`src/rtl/bram_burst_master_if.sv`:
```
// Command, write-data, read-return and BRAM port signals of one burst master.
// The master modport is the controller's side; the slave modport is its environment.
interface bram_burst_master_if #(
    parameter int ADDR_W = 9,
    parameter int DATA_W = 16
);
    logic              cmd_valid;
    logic              cmd_ready;
    logic              cmd_write;
    logic [ADDR_W-1:0] cmd_addr;
    logic [ADDR_W-1:0] cmd_len;
    logic              wdata_valid;
    logic              wdata_ready;
    logic [DATA_W-1:0] wdata;
    logic              rdata_valid;
    logic              rdata_ready;
    logic [DATA_W-1:0] rdata;
    logic              rdata_last;
    logic              done;
    logic              mem_en;
    logic              mem_we;
    logic [ADDR_W-1:0] mem_addr;
    logic [DATA_W-1:0] mem_din;
    logic [DATA_W-1:0] mem_dout;

    modport master (
        input  cmd_valid, cmd_write, cmd_addr, cmd_len,
        input  wdata_valid, wdata, rdata_ready, mem_dout,
        output cmd_ready, wdata_ready, rdata_valid, rdata, rdata_last, done,
        output mem_en, mem_we, mem_addr, mem_din
    );

    modport slave (
        output cmd_valid, cmd_write, cmd_addr, cmd_len,
        output wdata_valid, wdata, rdata_ready, mem_dout,
        input  cmd_ready, wdata_ready, rdata_valid, rdata, rdata_last, done,
        input  mem_en, mem_we, mem_addr, mem_din
    );
endinterface

```
`src/rtl/bram_burst_master.sv`:
```
// Burst master for one BRAM port: converts burst commands into per-cycle strobes and
// returns read data through a credit-tracked FIFO so consumer stalls never drop words.
module bram_burst_master #(
    parameter int ADDR_W     = 9,
    parameter int DATA_W     = 16,
    parameter int RD_LAT     = 1,
    parameter int FIFO_DEPTH = 4
) (
    input logic                 clk,
    input logic                 rst,
    bram_burst_master_if.master bus
);
    localparam int PW = (FIFO_DEPTH > 1) ? $clog2(FIFO_DEPTH) : 1;
    localparam int CW = $clog2(FIFO_DEPTH + 1);
    localparam logic [ADDR_W-1:0] ONE_A = 1;
    localparam logic [CW-1:0]     ONE_C = 1;
    localparam logic [PW-1:0]     ONE_P = 1;
    localparam logic [PW-1:0]     LAST_P = PW'(FIFO_DEPTH - 1);
    localparam logic [CW:0]       DEPTH_C = (CW+1)'(FIFO_DEPTH);

    typedef enum logic [1:0] {IDLE, WRITE, READ, DRAIN} state_t;
    state_t state;

    logic [ADDR_W-1:0] addr, len_q, beats_left, ret_idx;
    logic              cmd_ready_q, done_q, mem_en_q, mem_we_q;
    logic [ADDR_W-1:0] mem_addr_q;
    logic [DATA_W-1:0] mem_din_q;

    logic [RD_LAT:0]   pipe;
    logic [CW-1:0]     inflight, count;
    logic [PW-1:0]     wptr, rptr;
    logic [DATA_W:0]   fifo_mem [FIFO_DEPTH];
    logic [CW:0]       outstanding;
    logic              cmd_hs, wbeat, issue, push, pop, head_last, head_valid;

    function automatic logic [PW-1:0] ptr_next(input logic [PW-1:0] p);
        return (p == LAST_P) ? '0 : p + ONE_P;
    endfunction

    // Credits cover both words still in the memory pipeline and words parked in the FIFO.
    assign outstanding = {1'b0, count} + {1'b0, inflight};
    assign cmd_hs      = (state == IDLE) && bus.cmd_valid && cmd_ready_q;
    assign wbeat       = (state == WRITE) && bus.wdata_valid;
    assign issue       = (state == READ) && (outstanding < DEPTH_C);
    assign push        = pipe[RD_LAT];
    assign head_valid  = (count != '0);
    assign pop         = head_valid && bus.rdata_ready;
    assign head_last   = fifo_mem[rptr][DATA_W];

    assign bus.cmd_ready   = cmd_ready_q;
    assign bus.wdata_ready = (state == WRITE);
    assign bus.rdata_valid = head_valid;
    assign bus.rdata       = head_valid ? fifo_mem[rptr][DATA_W-1:0] : '0;
    assign bus.rdata_last  = head_valid && head_last;
    assign bus.done        = done_q;
    assign bus.mem_en      = mem_en_q;
    assign bus.mem_we      = mem_we_q;
    assign bus.mem_addr    = mem_addr_q;
    assign bus.mem_din     = mem_din_q;

    always_ff @(posedge clk or posedge rst) begin
        if (rst) begin
            state       <= IDLE;
            addr        <= '0;
            len_q       <= '0;
            beats_left  <= '0;
            cmd_ready_q <= 1'b0;
            done_q      <= 1'b0;
            mem_en_q    <= 1'b0;
            mem_we_q    <= 1'b0;
            mem_addr_q  <= '0;
            mem_din_q   <= '0;
        end else begin
            done_q   <= 1'b0;
            mem_en_q <= 1'b0;
            mem_we_q <= 1'b0;
            case (state)
                IDLE: begin
                    cmd_ready_q <= 1'b1;
                    if (cmd_hs) begin
                        addr        <= bus.cmd_addr;
                        len_q       <= bus.cmd_len;
                        beats_left  <= bus.cmd_len;
                        cmd_ready_q <= 1'b0;
                        state       <= bus.cmd_write ? WRITE : READ;
                    end
                end
                WRITE: begin
                    if (wbeat) begin
                        mem_en_q   <= 1'b1;
                        mem_we_q   <= 1'b1;
                        mem_addr_q <= addr;
                        mem_din_q  <= bus.wdata;
                        addr       <= addr + ONE_A;
                        beats_left <= beats_left - ONE_A;
                        if (beats_left == '0) begin
                            state       <= IDLE;
                            done_q      <= 1'b1;
                            cmd_ready_q <= 1'b1;
                        end
                    end
                end
                READ: begin
                    if (issue) begin
                        mem_en_q   <= 1'b1;
                        mem_addr_q <= addr;
                        addr       <= addr + ONE_A;
                        beats_left <= beats_left - ONE_A;
                        if (beats_left == '0) state <= DRAIN;
                    end
                end
                DRAIN: begin
                    // The tagged last beat leaving the FIFO means every earlier word already left.
                    if (pop && head_last && (inflight == '0)) begin
                        state       <= IDLE;
                        done_q      <= 1'b1;
                        cmd_ready_q <= 1'b1;
                    end
                end
            endcase
        end
    end

    always_ff @(posedge clk or posedge rst) begin
        if (rst) begin
            pipe     <= '0;
            inflight <= '0;
            count    <= '0;
            wptr     <= '0;
            rptr     <= '0;
            ret_idx  <= '0;
        end else begin
            pipe <= {pipe[RD_LAT-1:0], issue};
            if (issue && !push)      inflight <= inflight + ONE_C;
            else if (!issue && push) inflight <= inflight - ONE_C;
            if (push && !pop)        count <= count + ONE_C;
            else if (!push && pop)   count <= count - ONE_C;
            if (push) begin
                wptr    <= ptr_next(wptr);
                ret_idx <= ret_idx + ONE_A;
            end
            if (pop)    rptr    <= ptr_next(rptr);
            if (cmd_hs) ret_idx <= '0;
        end
    end

    always_ff @(posedge clk) begin
        if (push) fifo_mem[wptr] <= {(ret_idx == len_q), bus.mem_dout};
    end
endmodule
```
`src/flat_wrapper.sv`:
```
// flat-port wrapper written by rule: the top's interface ports become plain ports
module bram_burst_master_flat 
#(
    parameter int ADDR_W     = 9,
    parameter int DATA_W     = 16,
    parameter int RD_LAT     = 1,
    parameter int FIFO_DEPTH = 4
)
  (clk, rst, bus_cmd_valid, bus_cmd_write, bus_cmd_addr, bus_cmd_len, bus_wdata_valid, bus_wdata, bus_rdata_ready, bus_mem_dout, bus_cmd_ready, bus_wdata_ready, bus_rdata_valid, bus_rdata, bus_rdata_last, bus_done, bus_mem_en, bus_mem_we, bus_mem_addr, bus_mem_din);
  bram_burst_master_if #(.ADDR_W(ADDR_W), .DATA_W(DATA_W)) bus_i ();
  input logic clk;
  input logic rst;
  input wire logic [$bits(bus_i.cmd_valid)-1:0] bus_cmd_valid;
  input wire logic [$bits(bus_i.cmd_write)-1:0] bus_cmd_write;
  input wire logic [$bits(bus_i.cmd_addr)-1:0] bus_cmd_addr;
  input wire logic [$bits(bus_i.cmd_len)-1:0] bus_cmd_len;
  input wire logic [$bits(bus_i.wdata_valid)-1:0] bus_wdata_valid;
  input wire logic [$bits(bus_i.wdata)-1:0] bus_wdata;
  input wire logic [$bits(bus_i.rdata_ready)-1:0] bus_rdata_ready;
  input wire logic [$bits(bus_i.mem_dout)-1:0] bus_mem_dout;
  output wire logic [$bits(bus_i.cmd_ready)-1:0] bus_cmd_ready;
  output wire logic [$bits(bus_i.wdata_ready)-1:0] bus_wdata_ready;
  output wire logic [$bits(bus_i.rdata_valid)-1:0] bus_rdata_valid;
  output wire logic [$bits(bus_i.rdata)-1:0] bus_rdata;
  output wire logic [$bits(bus_i.rdata_last)-1:0] bus_rdata_last;
  output wire logic [$bits(bus_i.done)-1:0] bus_done;
  output wire logic [$bits(bus_i.mem_en)-1:0] bus_mem_en;
  output wire logic [$bits(bus_i.mem_we)-1:0] bus_mem_we;
  output wire logic [$bits(bus_i.mem_addr)-1:0] bus_mem_addr;
  output wire logic [$bits(bus_i.mem_din)-1:0] bus_mem_din;
  assign bus_i.cmd_valid = bus_cmd_valid;
  assign bus_i.cmd_write = bus_cmd_write;
  assign bus_i.cmd_addr = bus_cmd_addr;
  assign bus_i.cmd_len = bus_cmd_len;
  assign bus_i.wdata_valid = bus_wdata_valid;
  assign bus_i.wdata = bus_wdata;
  assign bus_i.rdata_ready = bus_rdata_ready;
  assign bus_i.mem_dout = bus_mem_dout;
  assign bus_cmd_ready = bus_i.cmd_ready;
  assign bus_wdata_ready = bus_i.wdata_ready;
  assign bus_rdata_valid = bus_i.rdata_valid;
  assign bus_rdata = bus_i.rdata;
  assign bus_rdata_last = bus_i.rdata_last;
  assign bus_done = bus_i.done;
  assign bus_mem_en = bus_i.mem_en;
  assign bus_mem_we = bus_i.mem_we;
  assign bus_mem_addr = bus_i.mem_addr;
  assign bus_mem_din = bus_i.mem_din;
  bram_burst_master #(.ADDR_W(ADDR_W), .DATA_W(DATA_W), .RD_LAT(RD_LAT), .FIFO_DEPTH(FIFO_DEPTH)) u_core (.clk(clk), .rst(rst), .bus(bus_i));
endmodule
```
`config.mk`:
```
export PLATFORM = sky130hd
export DESIGN_NAME = bram_burst_master_flat
export DESIGN_NICKNAME = d
export VERILOG_FILES = /design/src/rtl/bram_burst_master_if.sv /design/src/rtl/bram_burst_master.sv /design/src/flat_wrapper.sv
export SDC_FILE = /design/constraint.sdc
export NUM_CORES = 1
export LEC_CHECK = 0
export CAP_MARGIN = 40
export CORE_MARGIN = 5
export CORE_UTILIZATION = 35
export CTS_CLUSTER_SIZE = 25
export DETAILED_ROUTE_END_ITERATION = 10
export PLACE_DENSITY = 0.52
export SETUP_SLACK_MARGIN = 0.02
export SLEW_MARGIN = 20
export SYNTH_ARGS = -nofsm -noshare
export SYNTH_HDL_FRONTEND = slang
export SYNTH_SLANG_ARGS = --single-unit
```
`constraint.sdc`:
```
create_clock -name clk -period 7.9 [get_ports clk]
set_clock_uncertainty 0.15 [all_clocks]
set_input_delay 2.37 -clock clk [delete_from_list [all_inputs] [get_ports clk]]
set_output_delay 2.37 -clock clk [all_outputs]
set_load 0.05 [all_outputs]
```
[Word level (Yosys, flattened, before mapping)]
Memories as Yosys holds them, arrays and structs flattened.
Cells that the tools add are included.
W data, S select, Z words.
Word-level totals
  register bits: 79
  bits in latches: 0
  memory bits (writable): 68
  ROM bits: 0
  input port bits: 56
  output and inout port bits: 48
  logic and storage cells: 114
  memories: 1
Operators by class
  add/sub/neg operators: 10
  $mul: 0
  divide/modulo/power cells: 0
  $lt $le $gt $ge: 1
  equal/unequal tests: 12
  shift-type cells: 0
  mux-type cells: 43
  bitwise operators: 0
  reduce and logical (&&, ||, !) cells: 31
Memories
  u_core.fifo_mem: words 4, bits a word 17, read ports 1, clocked after memory_dff 0, wr ports 1, RTL line bram_burst_master.sv:32  | logic [DATA_W:0] fifo_mem [FIFO_DEPTH];
Operators with widths (number)
  $mux W9: 10
  $pmux W9 S3: 2
  $add A9 B1 Y9 const B: 2
  $mux W2: 9
  $pmux W9 S2: 1
  $mux W16: 1
  $logic_and A1 B1 Y1: 12
  $mux W1: 12
  $mux W3: 4
  $ne A2 B1 Y1 const B: 5
  $eq A9 B9 Y1: 1
  $logic_not A9 Y1: 1
  $reduce_bool A3 Y1: 3
  $sub A9 B1 Y9 const B: 1
  $eq A2 B2 Y1 const B: 4
  $pmux W2 S4: 1
  $reduce_and A4 Y1: 2
  $reduce_bool A2 Y1: 4
  $add A3 B1 Y3 const B: 2
  $reduce_and A6 Y1: 1
  $sub A3 B1 Y3 const B: 2
  $add A2 B1 Y2 const B: 2
  $add A3 B3 Y4: 1
  $lt A4 B3 Y1 const B: 1
  other kinds (9): 13

[Logic depth before layout (Yosys ltp)]
Gate-level depths: netlist of the first run.
  word-level depth: 7
  depth in mapped cells: 10
  gate-level depth less buffers: 10

[Worst setup path before layout of the first run]
OpenSTA, ideal clock, no wires.
  kind: register to output
  start: register u_core.count[0]
  end: output bus_rdata[10]
  arrival time: 1.859 ns
  data required time: 5.380 ns
  slack: 3.521 ns
  stages on the path, launching flop included: 5
  buffers on the path: 2
  cells stage by stage: dfrtp_1 > or3_1 > clkbuf_1 > clkbuf_1 > and2_1
On the way
  longest elaborated chain between the ends: 2
Ends and longest elaborated chain
  from (decl): RTL line bram_burst_master.sv:30  | logic [CW-1:0] inflight, count;
  from (signal assigned): RTL line bram_burst_master.sv:136  | if (push && !pop) count <= count + ONE_C;
  from (signal assigned): RTL line bram_burst_master.sv:137  | else if (!push && pop) count <= count - ONE_C;
  $reduce_bool A3 Y1: RTL line bram_burst_master.sv:46  | assign head_valid = (count != '0);
  named net bus_rdata_valid: RTL line flat_wrapper.sv:23  | output wire logic [$bits(bus_i.rdata_valid)-1:0] bus_rdata_valid;
  $mux W16: RTL line bram_burst_master.sv:53  | assign bus.rdata = head_valid ? fifo_mem[rptr][DATA_W-1:0] : '0;
  to (decl): RTL line flat_wrapper.sv:24  | output wire logic [$bits(bus_i.rdata)-1:0] bus_rdata;
The timed path passes the listed nets, and every way through them passes these cells.

[Final worst setup path of the first run]
  start: register u_core.rptr[0]
  end: output bus_rdata[5]
On the way
  longest elaborated chain between the ends: 2
Ends and longest elaborated chain
  from (decl): RTL line bram_burst_master.sv:31  | logic [PW-1:0] wptr, rptr;
  from (signal assigned): RTL line bram_burst_master.sv:142  | if (pop) rptr <= ptr_next(rptr);
  $mem_v2 Z4 W17
  $mux W16: RTL line bram_burst_master.sv:53
No other way between the ends.

==> impl_metrics.tcl, run 1 <==
set metrics [dict create \
    outcome "complete, no violations" \
    hpwl_um 9713 \
    slew_headroom_pct 47.60 \
    overflow 0 \
    total_power_mw 1.632 \
    ys_top_cells_by_count "dfrtp_1 (79), edfxtp_1 (68), mux2_2 (27), nand2_1 (23), and2_1 (21)" \
    grt_pass1_wl_um 22800 \
    via_per_inst 4.938 \
    grt_usage_pct 13.38 \
    place_ws_ps 3067 \
    numPlacedInstances 784 \
    rsz0062_at_grt "no" \
    stdcell_count 817 \
    finalCritPeriodShare_pct 66.54 \
    multi_input_area_um2 2404 \
    start_util_pct 35.37 \
    yosysWarnings 0 \
    ant_nets 0 \
    cts_hold_buf 0 \
    grt_pass1_vias 4319 \
    ys.flop_type "dfrtp_1" \
    diodes 0 \
    setup_tns_ps 0 \
    ctsRootBufferMaster "clkbuf_16" \
    synthDistinctLibCells 58 \
    cts.clk_slew.worst_paths_ps 70 \
    n_fill_cell 1653 \
    syn_avg_cell_area_um2 14.35 \
    synth_edf_count 68 \
    setup_viol 0 \
    dieArea_um2 21620 \
    synth_top_cells_by_area "edfxtp_1 (31%), dfrtp_1 (30%), mux2_2 (4.6%)" \
    seq_area_frac_synth_pct 61.15 \
    max-vdd-ir-drop_v 0.0001411 \
    netlist_area_um2 6573 \
    drt-wirelength-per-cell_um 16.88 \
    leakage_nw 3.448 \
    ctsResizeCount 0 \
    dpl_cell_area_um2 7928 \
    maxCapViolCount 0 \
    final_cell_area_um2 8524 \
    hold_slack_ps 205.7 \
    dr.pass1.iters 4 \
    worstPathMaxFanout 13 \
    drive_gt1_share_pct 16.64 \
    syn_nets 533 \
    cts_inserted_buffers 17 \
    critPathKind "reg2out" \
    yosysMostFrequentCell "dfrtp_1" \
    die_y_um 147.0 \
    area_growth_pct 29.70 \
    cts_buffer_depth 2 \
    port_buffers 103 \
    finalCriticalPeriod_ps 5257 \
    postCtsSetupRepairBufs 0 \
    end_kind "output port" \
    seq_area_um2 4019 \
    final_hold_viol_count 0 \
    drc_errors 0 \
    synth_top_area_share_pct 31.07 \
    htree_levels 4 \
    synth_top_area_cell "edfxtp_1" \
    utilization_pct 45.88 \
    syn_inst 458 \
    tritoncts "yes" \
    p_per_area_nw_per_um2 191.5 \
    die_w_um 147.0 \
    ys_ff_latch 147 \
    nets 645 \
    max_freq_mhz 190.2 \
    drt_iter0_markers 223 \
    worstPathArrival_ps 2740 \
    fin_ws_ps 2643 \
    worst_pin_slew_ps 786.0 \
    clk-insertion-delay-late_ps 420 \
    num_rows 50 \
    antenna_found_initial 0 \
    synthArstFlopShare_pct 53.74 \
    crit_path_start_kind "flip-flop" \
    cts_sinks 147 \
    worst_ep_required_time_ps 5380 \
    ioPinCount 104 \
    hp-class "reg2reg" \
    wirelength_um 13800 \
    grt_max_degree 49 \
    vias 4034 \
    core_area_um2 18580 \
    routabilityCongestion 0.7925 \
    drv_slew 0 \
]
-- cell families after synthesis --
logic type | count (synthesis) | share of synthesized area [%]
buffers and inverters | 36 | 2.284
AOI/OAI and AO/OA | 62 | 6.796
and+or+nand+nor | 112 | 9.499
xor gates and xnor gates | 21 | 2.798
muxes | 61 | 13.63
DFF | 147 | 61.15
adders and majority gates | 19 | 3.845
-- final timing paths --
path | startpoint | endpoint | slack [ps] | depth (start not counted)
hold reg to reg | u_core.pipe[0] | u_core.pipe[1] | 210 | 0
min in group asynchronous | rst | u_core.bus.mem_din[9] | 2200 | 3
setup reg to reg | u_core.count[1] | u_core.inflight[2] | 4880 | 10
setup / recovery | u_core.rptr[0] | bus_rdata[5] | 2640 | 4
max in group asynchronous | rst | u_core.beats_left[8] | 4800 | 4
hold / removal | u_core.pipe[0] | u_core.pipe[1] | 210 | 0
-- state kept, by name (all words and copies together) (netlist names), 2 cells and up --
signal / cells
u_core.bus.mem_din: 16
u_core.beats_left: 9
u_core.wptr: 2
u_core.count: 3
u_core.fifo_mem: 68
u_core.ret_idx: 9
u_core.inflight: 3
u_core.pipe: 2
u_core.rptr: 2
u_core.state: 2
u_core.addr: 9
u_core.len_q: 9
u_core.bus.mem_addr: 9
-- power breakdown --
part           switching (mW)  total, mW  internal (mW)
registers                   0      0.800          0.800
logic                  0.0180     0.0450         0.0270
clock network           0.364      0.787          0.423
-- routing by layer --
metal,track usage [%],routed length [um],part of all wire (%),vias to the layer above
met3,3.886,583,4.2,19
met2,21.59,6664,48,90
met5,0,0,0,-
met1,17.10,6271,45,1999
met4,5.172,275,2.0,0
li1,-,-,-,1926
-- critical path: stages (launching register included) --
cell	delay [ps]
dfrtp_1	610
buf_8	240
mux4_1	580
and2_1	170
clkdlybuf4s50_1	700
-- layout make-up --
cell class,count,area share (%)
Clock inverter,15,1.835
Multi-Input combinational cell,275,28.20
Timing Repair Buffer,112,13.65
Inverter,17,0.7486
Sequential cell,147,47.15
Clock buffer,17,4.990
Tap cell,234,3.435
-- placed cells by master (no fill, tap or decap), drive strengths merged, types with 10 or more instances in the layout --
master / Yosys / final
clkdlybuf4s50: 0 / 103
dfrtp: 79 / 79
edfxtp: 68 / 68
mux2: 37 / 37
inv: 17 / 28
nand2: 25 / 25
and2: 21 / 21
o21ai: 19 / 19
ha: 17 / 17
clkbuf: 14 / 17
mux4: 17 / 17
nor2: 16 / 16
a21oi: 16 / 16
nand3: 13 / 13
xnor2: 11 / 11
xor2: 10 / 10
Power figures use the tool's default switching activity.
==> run 2, diff against run 1 <==
--- a/config.mk
+++ b/config.mk
@@ -10,7 +10,7 @@
 export CORE_UTILIZATION = 35
 export CTS_CLUSTER_SIZE = 25
 export DETAILED_ROUTE_END_ITERATION = 10
-export PLACE_DENSITY = 0.52
+export PLACE_DENSITY = 0.54
 export SETUP_SLACK_MARGIN = 0.02
 export SLEW_MARGIN = 20
 export SYNTH_ARGS = -nofsm -noshare
==> constraint.sdc (replaced) <==
create_clock -name clk -period 4.7 [get_ports clk]
set_clock_uncertainty 0.15 [all_clocks]
set_input_delay 1.41 -clock clk [delete_from_list [all_inputs] [get_ports clk]]
set_output_delay 1.41 -clock clk [all_outputs]
set_load 0.05 [all_outputs]
==> impl_metrics.tcl, run 2 (synthesized netlist as in run 1, its figures left out) <==
set metrics [dict create \
    dr_wl_met3_um 644 \
    ant_nets 0 \
    slowest_delay_ps 700 \
    worstPathArrival_ps 2680 \
    grt_pass1_wl_um 22400 \
    setup_tns_ps 0 \
    overflow 0 \
    antenna_found_initial 0 \
    via_per_inst 4.966 \
    swShare_pct 21.84 \
    num_rows 50 \
    hp-class "reg2reg" \
    vias 4057 \
    worst_pin_slew_ps 755.5 \
    area_growth_pct 30.48 \
    dr.pass1.iters 4 \
    rsz0062_at_grt "no" \
    max-vdd-ir-drop_v 0.0002466 \
    clk-insertion-delay-late_ps 420 \
    core_area_um2 18580 \
    port_buffers 103 \
    largest_reg_flops 68 \
    grt_usage_pct 13.06 \
    hpwl_um 9679 \
    slew_headroom_pct 49.63 \
    ctsResizeCount 0 \
    diodes 0 \
    end_kind "output port" \
    layout_common_cells "clkdlybuf4s50_1 (103), dfrtp_1 (79), edfxtp_1 (68)" \
    start_util_pct 35.37 \
    critPathKind "reg2out" \
    highest_layer "met4" \
    drive_gt1_share_pct 16.64 \
    p_per_area_nw_per_um2 327.7 \
    drc_errors 0 \
    die_y_um 147.0 \
    total_power_mw 2.811 \
    max_freq_mhz 236.0 \
    wl_met2_um 6683 \
    drt_iter0_markers 212 \
    postCtsSetupRepairBufs 0 \
    worstPathMaxFanout 13 \
    switchingPower_mw 0.6138 \
    routabilityCongestion 0.7365 \
    cts.clk_slew.worst_paths_ps 70 \
    finalCriticalPeriod_ps 4237 \
    die_w_um 147.0 \
    whs_path_depth 0 \
    ctsRootBufferMaster "clkbuf_16" \
    htree_levels 4 \
    cts_buffer_depth 2 \
    crit_slowest_cell "clkdlybuf4s50_1" \
    ioPinCount 104 \
    final_common_cell "clkdlybuf4s50_1" \
    cts_sinks 147 \
    leakage_nw 3.468 \
    combPwrFrac_pct 2.7 \
    maxCapViolCount 0 \
    wirelength_um 13750 \
    cts_hold_buf 0 \
    tritoncts "yes" \
    regMostFlops "u_core.fifo_mem" \
    intPower_mw 2.197 \
    drt-wirelength-per-cell_um 16.83 \
    drv_slew 0 \
    path_cells "buf_12 -> mux4_1 -> and2_1 -> clkdlybuf4s50_1" \
    nets 645 \
    dieArea_um2 21620 \
    final_hold_viol_count 0 \
    worst_ep_required_time_ps 3140 \
    clock_power_share_pct 49.4 \
    seq_power_share_pct 47.9 \
    crit_path_start_kind "flip-flop" \
    met1_length_um 6223 \
    grt_max_degree 74 \
    finalCritPeriodShare_pct 90.15 \
    cts_inserted_buffers 17 \
    reg2regPathDepth 10 \
    outcome "complete, no violations" \
    grt_pass1_vias 4192 \
    setup_viol 0 \
]
[run 2: cell types whose count changed in the layout (fill, tap and decap cells not counted), sizes merged]
| cell | delta |
|---|---|
| bufinv | +2 |
| clkinv | -1 |
| inv | -1 |
[run 2: cell type report]
type                    count  area (um^2)
fillers                  1596        10000
flip-flops and latches    147         4019
multi-input cells         275         2404
repair buffers            112         1190
clock buffers              17        425.4
well taps                 234        292.8
clock inverters            15        181.4
inverters                  17        63.81
[run 2: final timing paths]
path / slack [ps] / startpoint / endpoint
setup reg to reg: 1810 / u_core.count[1] / u_core.inflight[2]
min in group asynchronous: 1050 / rst / u_core.bus.mem_din[0]
hold reg to reg: 200 / u_core.pipe[0] / u_core.pipe[1]
hold / removal: 200 / u_core.pipe[0] / u_core.pipe[1]
setup / recovery: 460 / u_core.rptr[0] / bus_rdata[2]
max in group asynchronous: 2710 / rst / u_core.len_q[7]
[run 2: per-layer routing]
metal,GRT usage [%],up-vias
met5,0,-
met4,4.054,0
met2,21.09,100
met3,3.732,18
met1,17.17,2014
li1,-,1925
[run 2: stage by stage]
| stage | cells | hold slack (ps) | setup slack (ps) | area [um^2] | util (%) |
|---|---|---|---|---|---|
| global route | 817 | 206.8 | 311.4 | 8576 | 46.15 |
| finish | 817 | 200.7 | 462.9 | 8576 | 46.15 |
| global placement | 779 | 190.6 | 903.8 | 7858 | 42.29 |
| CTS | 815 | 206.8 | 418.1 | 8546 | 45.99 |
| detailed placement | 783 | 191.8 | 885.1 | 7939 | 42.73 |
| floorplan | 458 | 181.2 | 1117 | 6573 | - |
[run 2: power by group through the flow]
stage | Clock (mW) | Sequential (mW) | Combinational (mW)
6_report | 1.39 | 1.35 | 0.0751
5_1_grt | 1.49 | 1.34 | 0.0825
4_1_cts | 1.42 | 1.35 | 0.0772
3_5_place_dp | 0 | 1.37 | 0.0767
3_3_place_gp | 0 | 1.37 | 0.0751
2_1_floorplan | 0 | 1.37 | 0.0136
[run 2: worst max-delay path, delay by kind of cell, from the launching register on]
| kind | cells | cell delay [ps] |
|---|---|---|
| and+or+nand+nor | 1 | 170 |
| muxes | 1 | 560 |
| buffers and inverters | 2 | 920 |
| DFF | 1 | 610 |
